`src/rtl/vga_timing_gen.sv`:
```
// VGA 640x480 raster timing: scan counters, registered syncs/blanking, per-frame strobe.
// Define VGA_PIXEL_DIV2_EN to derive the pixel tick from a 50 MHz Clk via a divide-by-2 toggle.
module vga_timing_gen #(
  parameter int H_VISIBLE = 640,
  parameter int H_FP      = 16,
  parameter int H_SYNC    = 96,
  parameter int H_BP      = 48,
  parameter int V_VISIBLE = 480,
  parameter int V_FP      = 10,
  parameter int V_SYNC    = 2,
  parameter int V_BP      = 33
) (
  input  logic       Clk,
  input  logic       Reset,
  output logic       VGA_CLK,
  output logic       VGA_HS,
  output logic       VGA_VS,
  output logic       VGA_BLANK_N,
  output logic       VGA_SYNC_N,
  output logic [9:0] DrawX,
  output logic [9:0] DrawY,
  output logic       frame_start
);

  localparam int H_TOTAL = H_VISIBLE + H_FP + H_SYNC + H_BP;
  localparam int V_TOTAL = V_VISIBLE + V_FP + V_SYNC + V_BP;

  localparam logic [9:0] H_MAX      = 10'(H_TOTAL - 1);
  localparam logic [9:0] V_MAX      = 10'(V_TOTAL - 1);
  localparam logic [9:0] H_VIS      = 10'(H_VISIBLE);
  localparam logic [9:0] V_VIS      = 10'(V_VISIBLE);
  localparam logic [9:0] H_SYNC_BEG = 10'(H_VISIBLE + H_FP);
  localparam logic [9:0] H_SYNC_END = 10'(H_VISIBLE + H_FP + H_SYNC);
  localparam logic [9:0] V_SYNC_BEG = 10'(V_VISIBLE + V_FP);
  localparam logic [9:0] V_SYNC_END = 10'(V_VISIBLE + V_FP + V_SYNC);

  logic       pix_en;
  logic [9:0] hc, vc;
  logic [9:0] hc_next, vc_next;
  logic       h_wrap, v_wrap;

`ifdef VGA_PIXEL_DIV2_EN
  logic toggle;

  always_ff @(posedge Clk) begin
    if (Reset) toggle <= 1'b0;
    else       toggle <= ~toggle;
  end

  assign pix_en  = toggle;
  assign VGA_CLK = toggle;
`else
  assign pix_en  = 1'b1;
  assign VGA_CLK = Clk;
`endif

  assign h_wrap  = (hc == H_MAX);
  assign v_wrap  = (vc == V_MAX);
  assign hc_next = h_wrap ? 10'd0 : hc + 10'd1;
  assign vc_next = h_wrap ? (v_wrap ? 10'd0 : vc + 10'd1) : vc;

  // Syncs and blanking decode the next-state counters so they land together with DrawX/DrawY.
  always_ff @(posedge Clk) begin
    if (Reset) begin
      hc          <= 10'd0;
      vc          <= 10'd0;
      VGA_HS      <= 1'b1;
      VGA_VS      <= 1'b1;
      VGA_BLANK_N <= 1'b0;
      frame_start <= 1'b0;
    end else begin
      frame_start <= pix_en && h_wrap && v_wrap;
      if (pix_en) begin
        hc          <= hc_next;
        vc          <= vc_next;
        VGA_HS      <= !((hc_next >= H_SYNC_BEG) && (hc_next < H_SYNC_END));
        VGA_VS      <= !((vc_next >= V_SYNC_BEG) && (vc_next < V_SYNC_END));
        VGA_BLANK_N <= (hc_next < H_VIS) && (vc_next < V_VIS);
      end
    end
  end

  assign DrawX      = hc;
  assign DrawY      = vc;
  assign VGA_SYNC_N = 1'b0;

endmodule
```
`config.mk`:
```
export PLATFORM = sky130hd
export DESIGN_NAME = vga_timing_gen
export DESIGN_NICKNAME = d
export VERILOG_FILES = /design/src/rtl/vga_timing_gen.sv
export SDC_FILE = /design/constraint.sdc
export NUM_CORES = 1
export LEC_CHECK = 0
export BUFFER_PORTS_ARGS = -buffer_cell sky130_fd_sc_hd__buf_2
export CAP_MARGIN = 20
export CORE_UTILIZATION = 60
export CTS_BUF_LIST = sky130_fd_sc_hd__clkbuf_8
export CTS_CLUSTER_DIAMETER = 200
export DETAILED_ROUTE_END_ITERATION = 8
export PLACE_DENSITY = 0.84
export SYNTH_ARGS = -nofsm -noshare
export SYNTH_HDL_FRONTEND = slang
export SYNTH_SLANG_ARGS = --single-unit
```
`constraint.sdc`:
```
create_clock -name Clk -period 3.75 [get_ports Clk]
set_clock_uncertainty 0.1 [all_clocks]
set_input_delay 0.75 -clock Clk [delete_from_list [all_inputs] [get_ports Clk]]
set_output_delay 0.75 -clock Clk [all_outputs]
set_load 0.02 [all_outputs]
```
==> results of run 1 <==
==> state kept, by name, indices dropped and copies added (netlist names) <==
name / count
DrawX: 10
DrawY: 10
VGA_BLANK_N: 1
VGA_HS: 1
VGA_VS: 1
frame_start: 1
==> cell families after synthesis <==
| group | after synthesis | synth area share (%) |
|---|---|---|
| compound gates | 29 | 16.23 |
| xor+xnor | 14 | 9.245 |
| fa+ha+maj | 4 | 3.774 |
| mux | 1 | 0.8490 |
| simple gates | 66 | 29.44 |
| flops | 24 | 36.23 |
| other cells | 1 | 0.2827 |
| buf+inv | 12 | 3.962 |
==> cell type report <==
cell class                      count  area, um2
Clock buffer                        8      101.3
Fill cell                         148      457.9
Inverter                            8      30.03
Multi-Input combinational cell    115      793.3
Sequential cell                    24      480.5
Tap cell                           27      33.78
Timing Repair Buffer               25      125.1
==> routing by layer <==
layer	vias to the layer above	GRT usage, %	share of wire, %
met3	12	5.919	7.0
met2	66	49.77	51
li1	601	-	-
met5	-	0	0
met1	592	33.59	39
met4	0	26.96	3.6
==> Yosys cell counts (3+ instances only) <==
cell type | n | share of area [%]
xor2_1 | 5 | 3.3
nand3_1 | 9 | 3.4
nand2_1 | 11 | 3.1
inv_1 | 8 | 2.3
a21oi_1 | 8 | 3.0
nor2_1 | 15 | 4.2
o21ai_0 | 3 | 1.1
xnor2_1 | 9 | 5.9
ha_1 | 4 | 3.8
nor3_1 | 7 | 2.6
nand4_1 | 3 | 1.4
dfxtp_1 | 24 | 36
nor4_1 | 3 | 1.4
==> per-stage QoR <==
| step | cells | worst slack, ns | hold WS (ns) |
|---|---|---|---|
| floorplan | 151 | 0.8910 | 0.5013 |
| CTS | 207 | 0.6401 | 0.4358 |
| global placement | 200 | 0.8898 | 0.3942 |
| finish | 207 | 0.6454 | 0.4274 |
| detailed placement | 200 | 0.8898 | 0.4266 |
| global route | 207 | 0.6369 | 0.4530 |
==> critical path, stage by stage <==
cell and delay [ns]:
clkbuf_8 0.11, clkbuf_8 0.12, buf_2 0.15
==> worst paths after layout <==
check                 from          end  slack, ns  depth (start not counted)
hold / removal    DrawX[0]     DrawX[0]       0.43                          1
setup reg to reg  DrawX[0]  VGA_BLANK_N       1.53                          6
setup / recovery       Clk      VGA_CLK       0.65                          3
hold reg to reg   DrawX[0]     DrawX[0]       0.43                          1
==> power groups by stage <==
stage / logic [uW] / clock network (uW) / registers, uW
after floorplan: 9.48 / 31.2 / 272
after CTS: 19.1 / 292 / 262
final: 18.9 / 287 / 262
after global routing: 20.9 / 308 / 262
after global placement: 18.7 / 24.9 / 267
after detailed placement: 18.9 / 24.9 / 268
==> flow_summary_export.csv, run 1 <==
group,metric,value,unit
route,drt_wl_total,3111,um
grt,grt_max_degree,16,
die,initial_core_util,65.59,%
clock_network,clk_pin_slew,0.08,ns
clock_network,cts_hold_buf,0,
worst_hold_path,hold_path.class,"flip-flop to flip-flop",
place,io_buffers,26,
logic_synthesis,syn_avg_cell_area,8.783,um2
pwr,power_switching,134.0,uW
sta,worstMarginPinSlew,0.5231,ns
route,via_per_inst,6.140,
sta,maxSlewHeadroom,64.89,%
place,gp_congestion,0.9275,
logic_synthesis,syn-cell-area,1326,um2
grt,grt_pass1_vias,1225,
layout,layout_common_cells,"buf_2, dfxtp_1, nor2_1, nand2_1",
pwr,leakage,0.0006079,uW
setup_path,cp.required,2.90,ns
logic_synthesis,yosys_warnings,0,
outcome,status,"finished, final reports clean",
sta,report.final.hold_viol_count,0,
pwr,fin_total_pwr,567.6,uW
route,ant_nets,0,
place,place_area,1468,um2
clock_network,cts_tree,"done",
sta,setup_viol,0,
grt,grt_usage,30.51,%
layout,design_area,1564,um2
sta,tns,0,ns
pwr,pwr-share-clk,50.5,%
clock_network,insertion_delay,0.37,ns
sta,rsz0062_at_grt,"false",
die,num_rows,16,
grt,antenna_found_initial,0,
route,drc_errors,0,
clock_network,post_cts_buffers,0,
layout,areaGrowthSynthToFinish,17.92,%
sta,slew_viol_final,0,
die,ios,28,
logic_synthesis,synth-seq-cells,24,
job,drv_cap,0,
route,post_drt_wl_per_cell,15.03,um
layout,final_common_cell,"buf_2",
setup_path,critPathKind,"clock port to output port",
logic_synthesis,async_reset_ff_share,0,%
die,die-area,2402,um2
setup_path,cp_max_fo,2,
layout,antenna_cells,0,
route,via_count,1271,
route,first_pass_iters,4,
logic_synthesis,yosysUniqueCellTypes,45,
die,die_x,49.02,um
grt,grt_first_pass_wirelength,5395,um
die,die_h,49.02,um
layout,layout-drive-gt1-share,22.78,%
logic_synthesis,ys_seq_area_share,36.23,%
pwr,switching_share,23.61,%
logic_synthesis,synth_ff_type,"dfxtp_1",
pwr,cellPowerDensity,362.9,nW/um2
pwr,p_int,433.6,uW
pwr,p_comb_share,3.3,%
pwr,pwr-share-seq,46.1,%
logic_synthesis,synthCells,151,
setup_path,critPathLaunchType,"clock port",
setup_path,cp-end-kind,"output port",
logic_synthesis,synth-edff-count,0,
layout,final_nets,187,
pwr,ir_worst_vdd,0.2826,mV
place,dpl.hpwl,2206,um
route,drt_iter0_drc,43,
setup_path,cp.arrival,2.25,ns
logic_synthesis,syn_nets,157,
die,core,2022,um2
layout,fin_util,77.35,%
clock_network,cts_resized,0,
grt,gr-total-overflow,0,
Power figures use the tool's default switching activity.
==> inputs of run 2 (changes only) <==
--- a/config.mk
+++ b/config.mk
@@ -5,13 +5,14 @@
 export SDC_FILE = /design/constraint.sdc
 export NUM_CORES = 1
 export LEC_CHECK = 0
+export ABC_AREA = 1
 export BUFFER_PORTS_ARGS = -buffer_cell sky130_fd_sc_hd__buf_2
 export CAP_MARGIN = 20
-export CORE_UTILIZATION = 60
+export CORE_UTILIZATION = 57
 export CTS_BUF_LIST = sky130_fd_sc_hd__clkbuf_8
 export CTS_CLUSTER_DIAMETER = 200
 export DETAILED_ROUTE_END_ITERATION = 8
-export PLACE_DENSITY = 0.84
+export PLACE_DENSITY = 0.79
 export SYNTH_ARGS = -nofsm -noshare
 export SYNTH_HDL_FRONTEND = slang
 export SYNTH_SLANG_ARGS = --single-unit
==> constraint.sdc (replaced) <==
create_clock -name Clk -period 2.95 [get_ports Clk]
set_clock_uncertainty 0.1 [all_clocks]
set_input_delay 0.59 -clock Clk [delete_from_list [all_inputs] [get_ports Clk]]
set_output_delay 0.59 -clock Clk [all_outputs]
set_load 0.02 [all_outputs]
==> run 2 against run 1 <==
Net effect: count of clock-buffer cells in the layout stayed put; worst hold slack worse by 0.033 ns; non-clock buffer count unchanged.
==> flow_summary_export.csv, run 2 <==
group,metric,value,unit
grt,grt_usage,25.86,%
setup_path,slowest_stage,"buf_2",
route,drt_wl_total,3141,um
pwr,power_switching,173.1,uW
setup_path,r2r-start,"DrawX[0]",
setup_path,path_cells,"clkbuf_8 > clkbuf_8 > buf_2",
grt,grt_first_pass_wirelength,5119,um
grt,gr-total-overflow,0,
logic_synthesis,synth-edff-count,0,
clock_network,cts_hold_buf,0,
layout,multi_input_area,792.0,um2
layout,final_common_cell,"nand2_1",
setup_path,critPathKind,"clock port to output port",
layout,layout-drive-gt1-share,17.19,%
clock_network,clk_pin_slew,0.08,ns
setup_path,cp-end-kind,"output port",
clock_network,insertion_delay,0.38,ns
setup_path,cp-endpoint,"VGA_CLK",
pwr,cellPowerDensity,434.4,nW/um2
sta,slew_viol_final,0,
logic_synthesis,synth-seq-cells,24,
setup_path,cp.arrival,1.85,ns
die,ios,28,
pwr,p_comb_share,3.2,%
layout,design_area,1664,um2
setup_path,cpMostUsedCell,"clkbuf_8",
pwr,pwr-share-clk,50.8,%
setup_path,r2r-end,"VGA_VS",
sta,tns,0,ns
route,post_drt_wl_per_cell,11.06,um
logic_synthesis,yosysMostFrequentCell,"nand2_1",
setup_path,reg2reg_slack,1.04,ns
die,core,2297,um2
sta,setup_viol,0,
route,via_per_inst,5.201,
layout,final_nets,263,
logic_synthesis,yosysTopAreaCell,"dfxtp_1",
logic_synthesis,ys_seq_area_share,33.13,%
logic_synthesis,synth.area.top_cells,"dfxtp_1, nand2_1, nor2_1, inv_1, nand3_1",
pwr,fin_total_pwr,722.9,uW
clock_network,cts_resized,0,
die,die-area,2750,um2
sta,rsz0062_at_grt,"false",
sta,report.final.hold_viol_count,0,
logic_synthesis,yosysUniqueCellTypes,26,
clock_network,cts_tree,"done",
die,die_h,52.44,um
pwr,p_int,549.7,uW
route,via_count,1477,
clock_network,post_cts_buffers,0,
die,num_rows,17,
outcome,status,"finished, final reports clean",
place,gp_congestion,0.8341,
logic_synthesis,async_reset_ff_share,0,%
logic_synthesis,syn_nets,236,
logic_synthesis,synthDominantCellAreaShare,33.13,%
setup_path,critPathLaunchType,"clock port",
setup_path,slowest_delay,0.15,ns
route,first_pass_iters,4,
route,drt_iter0_drc,59,
grt,grt_max_degree,19,
logic_synthesis,synthCells,230,
pwr,leakage,0.0008678,uW
setup_path,cp_max_fo,2,
layout,antenna_cells,0,
logic_synthesis,yosys_warnings,0,
setup_path,cp.required,2.26,ns
place,dpl.hpwl,2244,um
worst_hold_path,hold_path.class,"flip-flop to flip-flop",
setup_path,worstRegToRegCells,12,
job,drv_cap,0,
pwr,switching_share,23.95,%
setup_path,cp-startpoint,"Clk",
die,die_x,52.44,um
grt,grt_pass1_vias,1224,
logic_synthesis,synthTopCellsByCount,"nand2_1, nor2_1, inv_1",
layout,regArea,480.5,um2
layout,fill_cells,216,
place,place_area,1568,um2
logic_synthesis,syn_avg_cell_area,6.305,um2
place,io_buffers,26,
route,ant_nets,0,
pwr,pwr-share-seq,46.0,%
pwr,ir_worst_vdd,0.4169,mV
logic_synthesis,syn-cell-area,1450,um2
grt,antenna_found_initial,0,
layout,areaGrowthSynthToFinish,14.75,%
layout,layout_common_cells,"nand2_1, nor2_1, inv_1, buf_2, dfxtp_1",
route,drc_errors,0,
logic_synthesis,synth_ff_type,"dfxtp_1",
die,initial_core_util,63.13,%
==> run 2: changes by cell type after synthesis, moves of 3 or more <==
cell     change
xnor2_1      -8
nor2_1      +32
nand3_1     +12
nor3_1       -3
nor4_1       -3
inv_1       +25
a21oi_1      -6
xor2_1       -5
nand2_1     +51
==> run 2: power by group through the flow <==
stage               Sequential [uW]  Clock [uW]  Combinational (uW)
finish                          332         367                23.4
global placement                340        31.7                23.3
CTS                             332         374                23.6
detailed placement              340        31.7                23.4
global route                    334         388                27.1
floorplan                       345        39.6                12.6
==> run 2: kinds of logic (layout without fill, tap and decap cells) <==
logic type	after synthesis	after routing	share of synthesized area (%)
xor+xnor	1	1	0.6041
compound gates	9	9	3.624
flops	24	24	33.13
simple gates	150	150	46.68
other cells	1	1	0.2586
fa+ha+maj	4	4	3.451
buf+inv	41	67	12.25
==> run 2: area by class of cell <==
type / count / area share (%)
clock buffer: 8 / 6.090
inverter: 34 / 7.820
multi-input combinational: 165 / 47.59
sequential: 24 / 28.87
tap: 28 / 2.105
timing repair buffer: 25 / 7.519
==> run 2: worst max-delay path, delay by kind of cell <==
family / cells / cell delay (ns)
buffers and inverters: 3 / 0.38
==> run 2: how the worst min path moves through the flow <==
stage / start / end / slack, ns / cells after the start
final: DrawX[0] / DrawX[0] / 0.39 / 1
after global routing: DrawX[0] / DrawX[0] / 0.44 / 1
after CTS: DrawX[0] / DrawX[0] / 0.40 / 1
after detailed placement: DrawX[0] / DrawX[0] / 0.38 / 1
after global placement: DrawX[0] / DrawX[0] / 0.37 / 1
after floorplan: DrawX[0] / DrawX[0] / 0.44 / 1
==> run 2: metrics by stage <==
stage	cells	setup WS (ns)	hold slack [ns]	utilization [%]
final	284	0.4094	0.3942	72.44
after global routing	284	0.4024	0.4376	72.44
after CTS	284	0.4057	0.4011	72.44
after detailed placement	277	0.6498	0.3792	68.25
after global placement	277	0.6498	0.3748	68.25
after floorplan	230	0.6510	0.4420	-
==> run 2: layer usage <==
metal	up-vias	share of wire, %	track usage, %
met5	-	0	0
met4	0	2.3	16.67
met3	12	5.4	4.928
met2	60	44	37.76
met1	649	48	34.28
li1	756	-	-
==> inputs of run 3 (changes only) <==
--- a/config.mk
+++ b/config.mk
@@ -8,11 +8,11 @@
 export ABC_AREA = 1
 export BUFFER_PORTS_ARGS = -buffer_cell sky130_fd_sc_hd__buf_2
 export CAP_MARGIN = 20
-export CORE_UTILIZATION = 57
-export CTS_BUF_LIST = sky130_fd_sc_hd__clkbuf_8
+export CORE_UTILIZATION = 42
+export CTS_BUF_LIST = sky130_fd_sc_hd__clkbuf_4 sky130_fd_sc_hd__clkbuf_8 sky130_fd_sc_hd__clkbuf_16
 export CTS_CLUSTER_DIAMETER = 200
 export DETAILED_ROUTE_END_ITERATION = 8
-export PLACE_DENSITY = 0.79
+export PLACE_DENSITY = 0.6
 export SYNTH_ARGS = -nofsm -noshare
 export SYNTH_HDL_FRONTEND = slang
 export SYNTH_SLANG_ARGS = --single-unit
==> run 3 against run 2 <==
Net effect: power fell by 19%; worst setup slack got worse by 0.00098 ns; final cell count increased by 5.3%; critical endpoint unchanged; critical path type unchanged; count of clock-buffer cells in the layout is 1 lower.
==> flow_summary_export.csv, run 3 (synthesis results as in run 2) <==
group,metric,value,unit
outcome,status,"finished, final reports clean",
route,ant_nets,0,
setup_path,cp.arrival,1.85,ns
pwr,pwr-share-clk,39.4,%
setup_path,cp-endpoint,"VGA_CLK",
route,drt_iter0_drc,77,
place,gp_congestion,0.8382,
job,drv_cap,0,
clock_network,post_cts_buffers,0,
clock_network,clk_pin_slew,0.13,ns
route,post_drt_wl_per_cell,10.30,um
grt,gr-total-overflow,0,
die,die_h,60.76,um
layout,final_nets,263,
die,initial_core_util,45.99,%
route,drc_errors,0,
setup_path,worstRegToRegCells,10,
setup_path,cp-startpoint,"Clk",
route,via_count,1384,
sta,slew_viol_final,0,
die,die_x,60.76,um
pwr,leakage,0.0008451,uW
pwr,power_switching,150.5,uW
layout,areaGrowthSynthToFinish,12.60,%
layout,fill_cells,342,
grt,grt_first_pass_wirelength,5106,um
setup_path,r2r-end,"VGA_VS",
clock_network,cts_hold_buf,0,
setup_path,cp-end-kind,"output port",
grt,grt_pass1_vias,1159,
sta,whs,0.4080,ns
pwr,p_comb_share,4.0,%
sta,report.final.hold_viol_count,0,
setup_path,critPathKind,"clock port to output port",
layout,antenna_cells,0,
pwr,switching_share,25.63,%
place,io_buffers,26,
die,ios,28,
setup_path,r2r-start,"DrawX[0]",
grt,grt_usage,18.71,%
layout,layout-drive-gt1-share,16.86,%
clock_network,cts_tree,"done",
sta,rsz0062_at_grt,"false",
die,die-area,3692,um2
route,first_pass_iters,4,
pwr,ir_worst_vdd,0.4561,mV
worst_hold_path,hold_path.class,"flip-flop to flip-flop",
setup_path,reg2reg_slack,1.01,ns
setup_path,critPathLaunchType,"clock port",
sta,tns,0,ns
sta,setup_viol,0,
pwr,p_int,436.8,uW
setup_path,cp.required,2.26,ns
clock_network,insertion_delay,0.41,ns
route,via_per_inst,4.629,
pwr,pwr-share-seq,56.7,%
pwr,cellPowerDensity,359.7,nW/um2
layout,layout_common_cells,"nand2_1, nor2_1, inv_1, buf_2, dfxtp_1",
grt,antenna_found_initial,0,
die,core,3153,um2
route,drt_wl_total,3080,um
die,num_rows,20,
place,dpl.hpwl,2346,um
grt,grt_max_degree,19,
clock_network,cts_resized,0,
setup_path,cp_max_fo,2,
layout,final_common_cell,"nand2_1",
## run 3: per-layer routing
| layer | global-route usage (%) | up-vias | routed length, um |
|---|---|---|---|
| li1 | - | 762 | - |
| met1 | 27.20 | 594 | 1690 |
| met2 | 27.32 | 25 | 1261 |
| met3 | 4.478 | 3 | 105 |
| met4 | 5.519 | 0 | 24 |
| met5 | 0 | - | 0 |
## run 3: through the flow
step	setup slack, ns	util (%)	std cells	total power [uW]	area, um2
after detailed placement	0.6498	50.36	293	395.5	1588
after global placement	0.6498	50.36	293	395.5	1588
after floorplan	0.6510	-	230	396.9	1450
after global routing	0.3948	51.79	299	619.1	1633
final	0.4084	51.79	299	587.3	1633
after CTS	0.3969	51.79	299	599.9	1633
## run 3: layout make-up
cell class	instances	area, um2	area share (%)
multi-input cells	165	792.0	48.51
flip-flops and latches	24	480.5	29.43
inverters	34	130.1	7.969
repair buffers	25	125.1	7.663
well taps	44	55.05	3.372
clock buffers	7	50.05	3.065
## run 3: worst min-delay path by stage
stage                  start       end  slack [ns]  cells past startpoint
global route        DrawX[0]  DrawX[0]        0.44                      1
CTS                 DrawX[0]  DrawX[0]        0.41                      1
detailed placement  DrawX[0]  DrawX[0]        0.38                      1
finish              DrawX[0]  DrawX[0]        0.41                      1
global placement    DrawX[0]  DrawX[0]        0.38                      1
floorplan           DrawX[0]  DrawX[0]        0.44                      1
## run 3: worst max-delay path, stage by stage
cell and delay (ns):
clkbuf_4 0.11, clkbuf_4 0.12, buf_2 0.15
## run 3: power groups by stage
stage / Clock [uW] / Sequential (uW) / Combinational [uW]
after floorplan: 39.6 / 345 / 12.6
final: 231 / 333 / 23.2
after CTS: 243 / 333 / 23.7
after global routing: 258 / 334 / 27.1
after detailed placement: 31.7 / 340 / 23.8
after global placement: 31.7 / 340 / 23.8
